**src/rtl/wave_sel_pkg.sv**
```systemverilog
// Shared definitions for the waveform select controller.
package wave_sel_pkg;

   localparam int unsigned NUM_WAVES = 7;
   localparam int unsigned SEL_W     = 3;

   localparam logic [SEL_W-1:0] WAVE_RHOMB   = 3'd0;
   localparam logic [SEL_W-1:0] WAVE_SINE    = 3'd1;
   localparam logic [SEL_W-1:0] WAVE_SQUARE  = 3'd2;
   localparam logic [SEL_W-1:0] WAVE_TRI     = 3'd3;
   localparam logic [SEL_W-1:0] WAVE_SAW     = 3'd4;
   localparam logic [SEL_W-1:0] WAVE_FWR     = 3'd5;
   localparam logic [SEL_W-1:0] WAVE_MODSINE = 3'd6;

   typedef enum logic {
      ST_IDLE    = 1'b0,
      ST_PENDING = 1'b1
   } state_t;

   // Step forward through the waveforms, wrapping the last one to the first.
   function automatic logic [SEL_W-1:0] sel_next(input logic [SEL_W-1:0] s);
      return (s == SEL_W'(NUM_WAVES - 1)) ? WAVE_RHOMB : s + SEL_W'(1);
   endfunction

   // Step backward through the waveforms, wrapping the first one to the last.
   function automatic logic [SEL_W-1:0] sel_prev(input logic [SEL_W-1:0] s);
      return (s == WAVE_RHOMB) ? WAVE_MODSINE : s - SEL_W'(1);
   endfunction

endpackage

```
**src/rtl/wave_sel_ctrl_btn_debounce.sv**
```systemverilog
// Pushbutton conditioner: 2-flop synchroniser, stability counter, press pulse.
module btn_debounce #(
   parameter int unsigned DEB_CYCLES = 50000
) (
   input  logic clk,
   input  logic rst_n,
   input  logic btn_raw,
   output logic press
);

   localparam int unsigned CNT_W = (DEB_CYCLES > 1) ? $clog2(DEB_CYCLES) : 1;

   logic             sync1_q, sync1_d;
   logic             sync2_q, sync2_d;
   logic             level_q, level_d;
   logic [CNT_W-1:0] cnt_q,   cnt_d;
   logic             press_q, press_d;

   // Synchronise, then accept a new level once it has differed from the
   // accepted one for DEB_CYCLES consecutive samples; pulse on accepted rise.
   always_comb begin
      sync1_d = btn_raw;
      sync2_d = sync1_q;
      level_d = level_q;
      cnt_d   = '0;
      press_d = 1'b0;
      if (sync2_q != level_q) begin
         if (cnt_q == CNT_W'(DEB_CYCLES - 1)) begin
            level_d = sync2_q;
            press_d = sync2_q;
         end else begin
            cnt_d = cnt_q + CNT_W'(1);
         end
      end
   end

   // Debouncer state registers.
   always_ff @(posedge clk or negedge rst_n) begin
      if (!rst_n) begin
         sync1_q <= 1'b0;
         sync2_q <= 1'b0;
         level_q <= 1'b0;
         cnt_q   <= '0;
         press_q <= 1'b0;
      end else begin
         sync1_q <= sync1_d;
         sync2_q <= sync2_d;
         level_q <= level_d;
         cnt_q   <= cnt_d;
         press_q <= press_d;
      end
   end

   assign press = press_q;

endmodule

```
**src/rtl/wave_sel_ctrl.sv**
```systemverilog
// Waveform mux select controller: buttons and auto-scan, applied on period boundaries.
module wave_sel_ctrl
   import wave_sel_pkg::*;
#(
   parameter int unsigned DEB_CYCLES    = 50000,
   parameter int unsigned DWELL_PERIODS = 16,
   parameter int unsigned WAIT_MAX      = 65535
) (
   input  logic             clk,
   input  logic             rst_n,
   input  logic             btn_next,
   input  logic             btn_prev,
   input  logic             auto_en,
   input  logic             phase_wrap,
   output logic [SEL_W-1:0] sel,
   output logic             sel_pending,
   output logic             sel_changed
);

   localparam int unsigned DW_W   = (DWELL_PERIODS > 1) ? $clog2(DWELL_PERIODS) : 1;
   localparam int unsigned WAIT_W = $clog2(WAIT_MAX + 1);

   logic              next_press, prev_press;
   state_t            state_q, state_d;
   logic [SEL_W-1:0]  sel_q, sel_d;
   logic [SEL_W-1:0]  target_q, target_d;
   logic [DW_W-1:0]   dwell_q, dwell_d;
   logic [WAIT_W-1:0] wait_q, wait_d;
   logic              pending_q, pending_d;
   logic              changed_q, changed_d;

   logic              ev_next_c, ev_prev_c, ev_any_c;
   logic [SEL_W-1:0]  tgt_step_c;
   logic [WAIT_W-1:0] wait_inc_c;
   logic              apply_c;

   btn_debounce #(.DEB_CYCLES(DEB_CYCLES)) u_deb_next (
      .clk     (clk),
      .rst_n   (rst_n),
      .btn_raw (btn_next),
      .press   (next_press)
   );

   btn_debounce #(.DEB_CYCLES(DEB_CYCLES)) u_deb_prev (
      .clk     (clk),
      .rst_n   (rst_n),
      .btn_raw (btn_prev),
      .press   (prev_press)
   );

   // Event qualification, target step and apply condition shared by both comb blocks.
   always_comb begin
      ev_next_c  = next_press & ~prev_press;
      ev_prev_c  = prev_press & ~next_press;
      ev_any_c   = ev_next_c | ev_prev_c;
      tgt_step_c = ev_next_c ? sel_next(target_q) :
                   ev_prev_c ? sel_prev(target_q) : target_q;
      wait_inc_c = wait_q + WAIT_W'(1);
      apply_c    = phase_wrap | (wait_inc_c == WAIT_W'(WAIT_MAX));
   end

   // FSM state register.
   always_ff @(posedge clk or negedge rst_n) begin
      if (!rst_n) begin
         state_q <= ST_IDLE;
      end else begin
         state_q <= state_d;
      end
   end

   // Next state: a button request waits in PENDING until a wrap or timeout.
   always_comb begin
      state_d = state_q;
      case (state_q)
         ST_IDLE:    if (ev_any_c) state_d = ST_PENDING;
         ST_PENDING: if (apply_c)  state_d = ST_IDLE;
         default:    state_d = ST_IDLE;
      endcase
   end

   // Datapath and outputs: target/dwell/wait counters and select updates.
   always_comb begin
      target_d = target_q;
      dwell_d  = dwell_q;
      wait_d   = wait_q;
      sel_d    = sel_q;
      case (state_q)
         ST_IDLE: begin
            if (ev_any_c) begin
               target_d = tgt_step_c;
               wait_d   = '0;
            end else if (auto_en && phase_wrap) begin
               if (dwell_q == DW_W'(DWELL_PERIODS - 1)) begin
                  sel_d    = sel_next(sel_q);
                  target_d = sel_next(sel_q);
                  dwell_d  = '0;
               end else begin
                  dwell_d = dwell_q + DW_W'(1);
               end
            end
         end
         ST_PENDING: begin
            target_d = tgt_step_c;
            wait_d   = wait_inc_c;
            if (apply_c) begin
               sel_d   = tgt_step_c;
               dwell_d = '0;
               wait_d  = '0;
            end
         end
         default: begin
            target_d = sel_q;
         end
      endcase
      changed_d = (sel_d != sel_q);
      pending_d = (state_d == ST_PENDING);
   end

   // Datapath and output registers.
   always_ff @(posedge clk or negedge rst_n) begin
      if (!rst_n) begin
         sel_q     <= WAVE_RHOMB;
         target_q  <= WAVE_RHOMB;
         dwell_q   <= '0;
         wait_q    <= '0;
         pending_q <= 1'b0;
         changed_q <= 1'b0;
      end else begin
         sel_q     <= sel_d;
         target_q  <= target_d;
         dwell_q   <= dwell_d;
         wait_q    <= wait_d;
         pending_q <= pending_d;
         changed_q <= changed_d;
      end
   end

   assign sel         = sel_q;
   assign sel_pending = pending_q;
   assign sel_changed = changed_q;

endmodule

```
**config.mk**
```make
export PLATFORM = sky130hd
export DESIGN_NAME = wave_sel_ctrl
export DESIGN_NICKNAME = d
export VERILOG_FILES = /design/src/rtl/wave_sel_pkg.sv /design/src/rtl/wave_sel_ctrl_btn_debounce.sv /design/src/rtl/wave_sel_ctrl.sv
export SDC_FILE = /design/constraint.sdc
export NUM_CORES = 1
export LEC_CHECK = 0
export ABC_AREA = 1
export CORE_MARGIN = 5
export CORE_UTILIZATION = 35
export DETAILED_ROUTE_END_ITERATION = 12
export SYNTH_ARGS = -nofsm -noshare
export SYNTH_HDL_FRONTEND = slang
export SYNTH_SLANG_ARGS = --single-unit
```
**constraint.sdc**
```tcl
create_clock -name clk -period 2.2 [get_ports clk]
set_input_delay 0.55 -clock clk [delete_from_list [all_inputs] [get_ports clk]]
set_output_delay 0.55 -clock clk [all_outputs]
set_load 0.1 [all_outputs]
```
==> impl_metrics.csv, run 1 <==
group,metric,value,unit
outcome,status,"completed",
detailed_routing,antenna_left,0,
setup_path,critPathMaxStageDelay,0.42,ns
clock_tree,cts-root-buf,"clkbuf_8",
floorplan,die-area,12960,µm²
detailed_routing,drt_first_pass_iters,4,
pwr,swShare,0.3656,
sta,setup_viol,0,
sta,period_minus_slack,2.028,ns
floorplan,die_h,113.8,µm
floorplan,start_util,0.3527,
clock_tree,clock_latency,0.34,ns
place,place_hpwl,5.625,mm
pwr,seq_power_share,0.440,
clock_tree,cts_tree,"done",
logic_synthesis,ys_seq_elements,68,
layout,antennaDiodeCount,0,
global_route,grt-ovfl-total,0,
global_route,antenna_found_initial,0,
pwr,power.share.combinational,0.277,
clock_tree,cts_hold_buf,0,
logic_synthesis,syn-instance-count,474,
sta,tightest_slew,0.7845,ns
layout,multiInputGateArea,1810,µm²
sta,finalCritPeriodShare,0.9217,
logic_synthesis,syn_nets,492,
setup_path,critPathKind,"reg2reg",
setup_path,cp-start-kind,"flop",
hold_path,worstHoldPathType,"in2async",
logic_synthesis,syn_area_per_cell,7.961,µm²
setup_path,cp_slowest_cell,"dfrtp_1",
setup_path,regToRegStartpoint,"wait_q[0]",
detailed_routing,avgRoutedWirePerCell,12.20,µm
global_route,grtUsageTotal,0.1280,
place,placed_cells,631,
setup_path,r2r_cells,14,
pwr,power.switching,1.240,mW
place,gp_congestion,0.8382,
logic_synthesis,synth.area.top_cells,"dfrtp_1, nand2_1, inv_1",
layout,drive_gt1_frac,0.1392,
logic_synthesis,synth_top_cell_area_share,0.4509,
layout,area.growth.synth_to_final,16.88,%
clock_tree,clockBufferDepth,2,
layout,nFillCells,1063,
layout,final_common_cell,"nand2_1",
sta,rsz0062_at_grt,"yes",
logic_synthesis,syn_area,3774,µm²
logic_synthesis,yosysWarnings,0,
setup_path,cp-end-kind,"flop",
layout,instances_no_fill,650,
detailed_routing,wl,7.928,mm
detailed_routing,vias,3123,
layout,layout_common_cells,"nand2_1, inv_1, dfrtp_1, nor2_1, nand3_1",
pwr,total_leakage_power,1.918,nW
global_route,grt_max_degree,32,
global_route,grt_pass1_wl,13.77,mm
setup_path,ff2ff_setup_slack,0.17,ns
sta,relSlewSlack,0.4770,
sta,tns,0,ns
clock_tree,cts.sinks,68,
sta,timing.final.ws_setup,0.1723,ns
layout,ff_latch_area,1707,µm²
pwr,ir_worst_vdd,0.0004801,V
sta,fmax,493.2,MHz
place,place_ws,-0.05458,ns
clock_tree,htree_levels,3,
layout,fin_nets,525,
floorplan,design.core.area,10700,µm²
detailed_routing,drc,0,
sta,final_hold_viol_count,0,
detailed_routing,drt_iter0_markers,198,
pwr,p_per_area,769.0,nW/µm²
floorplan,rows,38,
logic_synthesis,yosys.area.top_type,"dfrtp_1",
run,cap_viol_max_count,0,
global_route,grt_pass1_vias,3182,
detailed_routing,via_per_inst,4.805,
place,portBuffers,10,
pwr,p_int,2.152,mW
logic_synthesis,yosysSeqAreaShare,0.4509,
setup_path,crit_arrival,2.26,ns
setup_path,cp_common_cell,"nand2_1",
floorplan,fp.dieW,113.8,µm
clock_tree,clk_pin_slew,0.08,ns
sta,slew_viol_final,0,
pwr,clkPwrFrac,0.283,
setup_path,path_max_fanout,5,
floorplan,pin_count,11,
setup_path,path_cells,"ha_4 -> nand3_4 -> nor2_4 -> nand2_1 -> nand2_1 -> nand2_1 -> nor3_2 -> nand3_4 -> nand3_1 -> nand3_2 -> nand2_2 -> nand2_1 -> nand2_1 -> nand3_2",
logic_synthesis,synth_cell_types,37,
setup_path,required,2.44,ns
setup_path,rr_endpoint,"sel_changed",
clock_tree,cts_buffers,9,
sta,fin_skew,0.01987,ns
what timing repair did:
item | CTS | global route
setup endpoints to repair | 0 | 21
resized for setup | 0 | 16
endpoints found under the hold margin | 0 | 0
setup buffers | 0 | 4
Yosys cell counts:
master       n
a21oi_1     16
a21oi_2      1
a32oi_1      1
and3_1       1
buf_4        1
clkbuf_1     2
clkbuf_8     1
clkinv_1     1
dfrtp_1     68
ha_1        12
inv_1       76
nand2_1    105
nand2_2      5
nand2_4      1
nand3_1     35
nand3_2      7
nand3_4      1
nand4_1      7
nor2_1      48
nor2_2       4
nor2_4       1
nor3_1      10
nor3_2       2
nor3b_1      6
nor3b_2      1
nor4_1       4
nor4_2       1
o2111ai_1    2
o211ai_1     3
o21a_1       2
o21ai_0     20
o221a_2      1
o221ai_1     1
o22ai_1     14
o31ai_1      1
xnor2_1      4
xor2_1       8
registers in the layout (all words and copies together), names as in the netlist:
name,cells
u_deb_prev.sync2_q,1
wait_q,16
sel,3
u_deb_next.level_q,1
sel_changed,1
u_deb_prev.level_q,1
u_deb_next.cnt_q,16
dwell_q,4
u_deb_next.sync1_q,1
u_deb_next.press,1
target_q,3
u_deb_prev.press,1
u_deb_prev.sync1_q,1
u_deb_prev.cnt_q,16
sel_pending,1
u_deb_next.sync2_q,1
kinds of logic after synthesis:
family,Yosys count,synth area share
simple gates,239,0.2997
buf+inv,81,0.08422
flops,68,0.4509
compound gates,62,0.09748
xor+xnor,12,0.02785
fa+ha+maj,12,0.03979
layer usage:
metal / global-route usage / wire, µm / up-vias
li1: - / - / 1614
met1: 0.1669 / 3749 / 1455
met2: 0.2112 / 3791 / 41
met3: 0.02016 / 224 / 13
met4: 0.05463 / 164 / 0
met5: 0 / 0 / -
power by group through the flow:
stage                     clock [mW]  combinational [mW]  sequential, mW
final                          0.960               0.939            1.49
after global routing            1.04                1.04            1.51
after CTS                      0.995               0.938            1.49
after detailed placement           0               0.935            1.51
after global placement             0               0.913            1.50
after floorplan                    0               0.445            1.75
layout make-up:
class | instances | share of cell area
Tap cell | 140 | 0.03972
Multi-Input combinational cell | 326 | 0.4105
Clock buffer | 11 | 0.02979
Inverter | 77 | 0.06553
Timing Repair Buffer | 25 | 0.05844
Sequential cell | 68 | 0.3870
Clock inverter | 3 | 0.009078
metrics by stage:
step	hold slack [ns]	utilization	cell area [µm²]	total power, mW
floorplan	0.2544	-	3775	2.190
global placement	0.3363	0.3878	4149	2.417
detailed placement	0.3419	0.3878	4149	2.444
CTS	0.3003	0.4039	4320	3.420
global route	0.3338	0.4123	4410	3.587
finish	0.2908	0.4123	4410	3.392
worst max-delay path by stage:
stage	from	endpoint	slack, ns	depth (start not counted)
finish	wait_q[0]	sel_changed	0.17	14
detailed placement	phase_wrap	sel_changed	-0.05	10
global placement	phase_wrap	sel_changed	0.09	10
global route	wait_q[0]	sel_changed	-0.04	14
CTS	u_deb_prev.cnt_q[0]	u_deb_prev.cnt_q[14]	0.08	12
floorplan	sel_pending	sel_changed	0.19	10
critical path: cells and delay by family, from the launching register on:
| kind | cells | cell delay, ns |
|---|---|---|
| simple gates | 13 | 1.33 |
| fa+ha+maj | 1 | 0.19 |
| flops | 1 | 0.42 |
(Power assumes the default switching activity.)
==> run 2, diff against run 1 <==
- SKIP_CTS_REPAIR_TIMING: unset -> 1
==> results of run 2 <==
The final DEF is identical to that of run 1; final timing and power are the same.
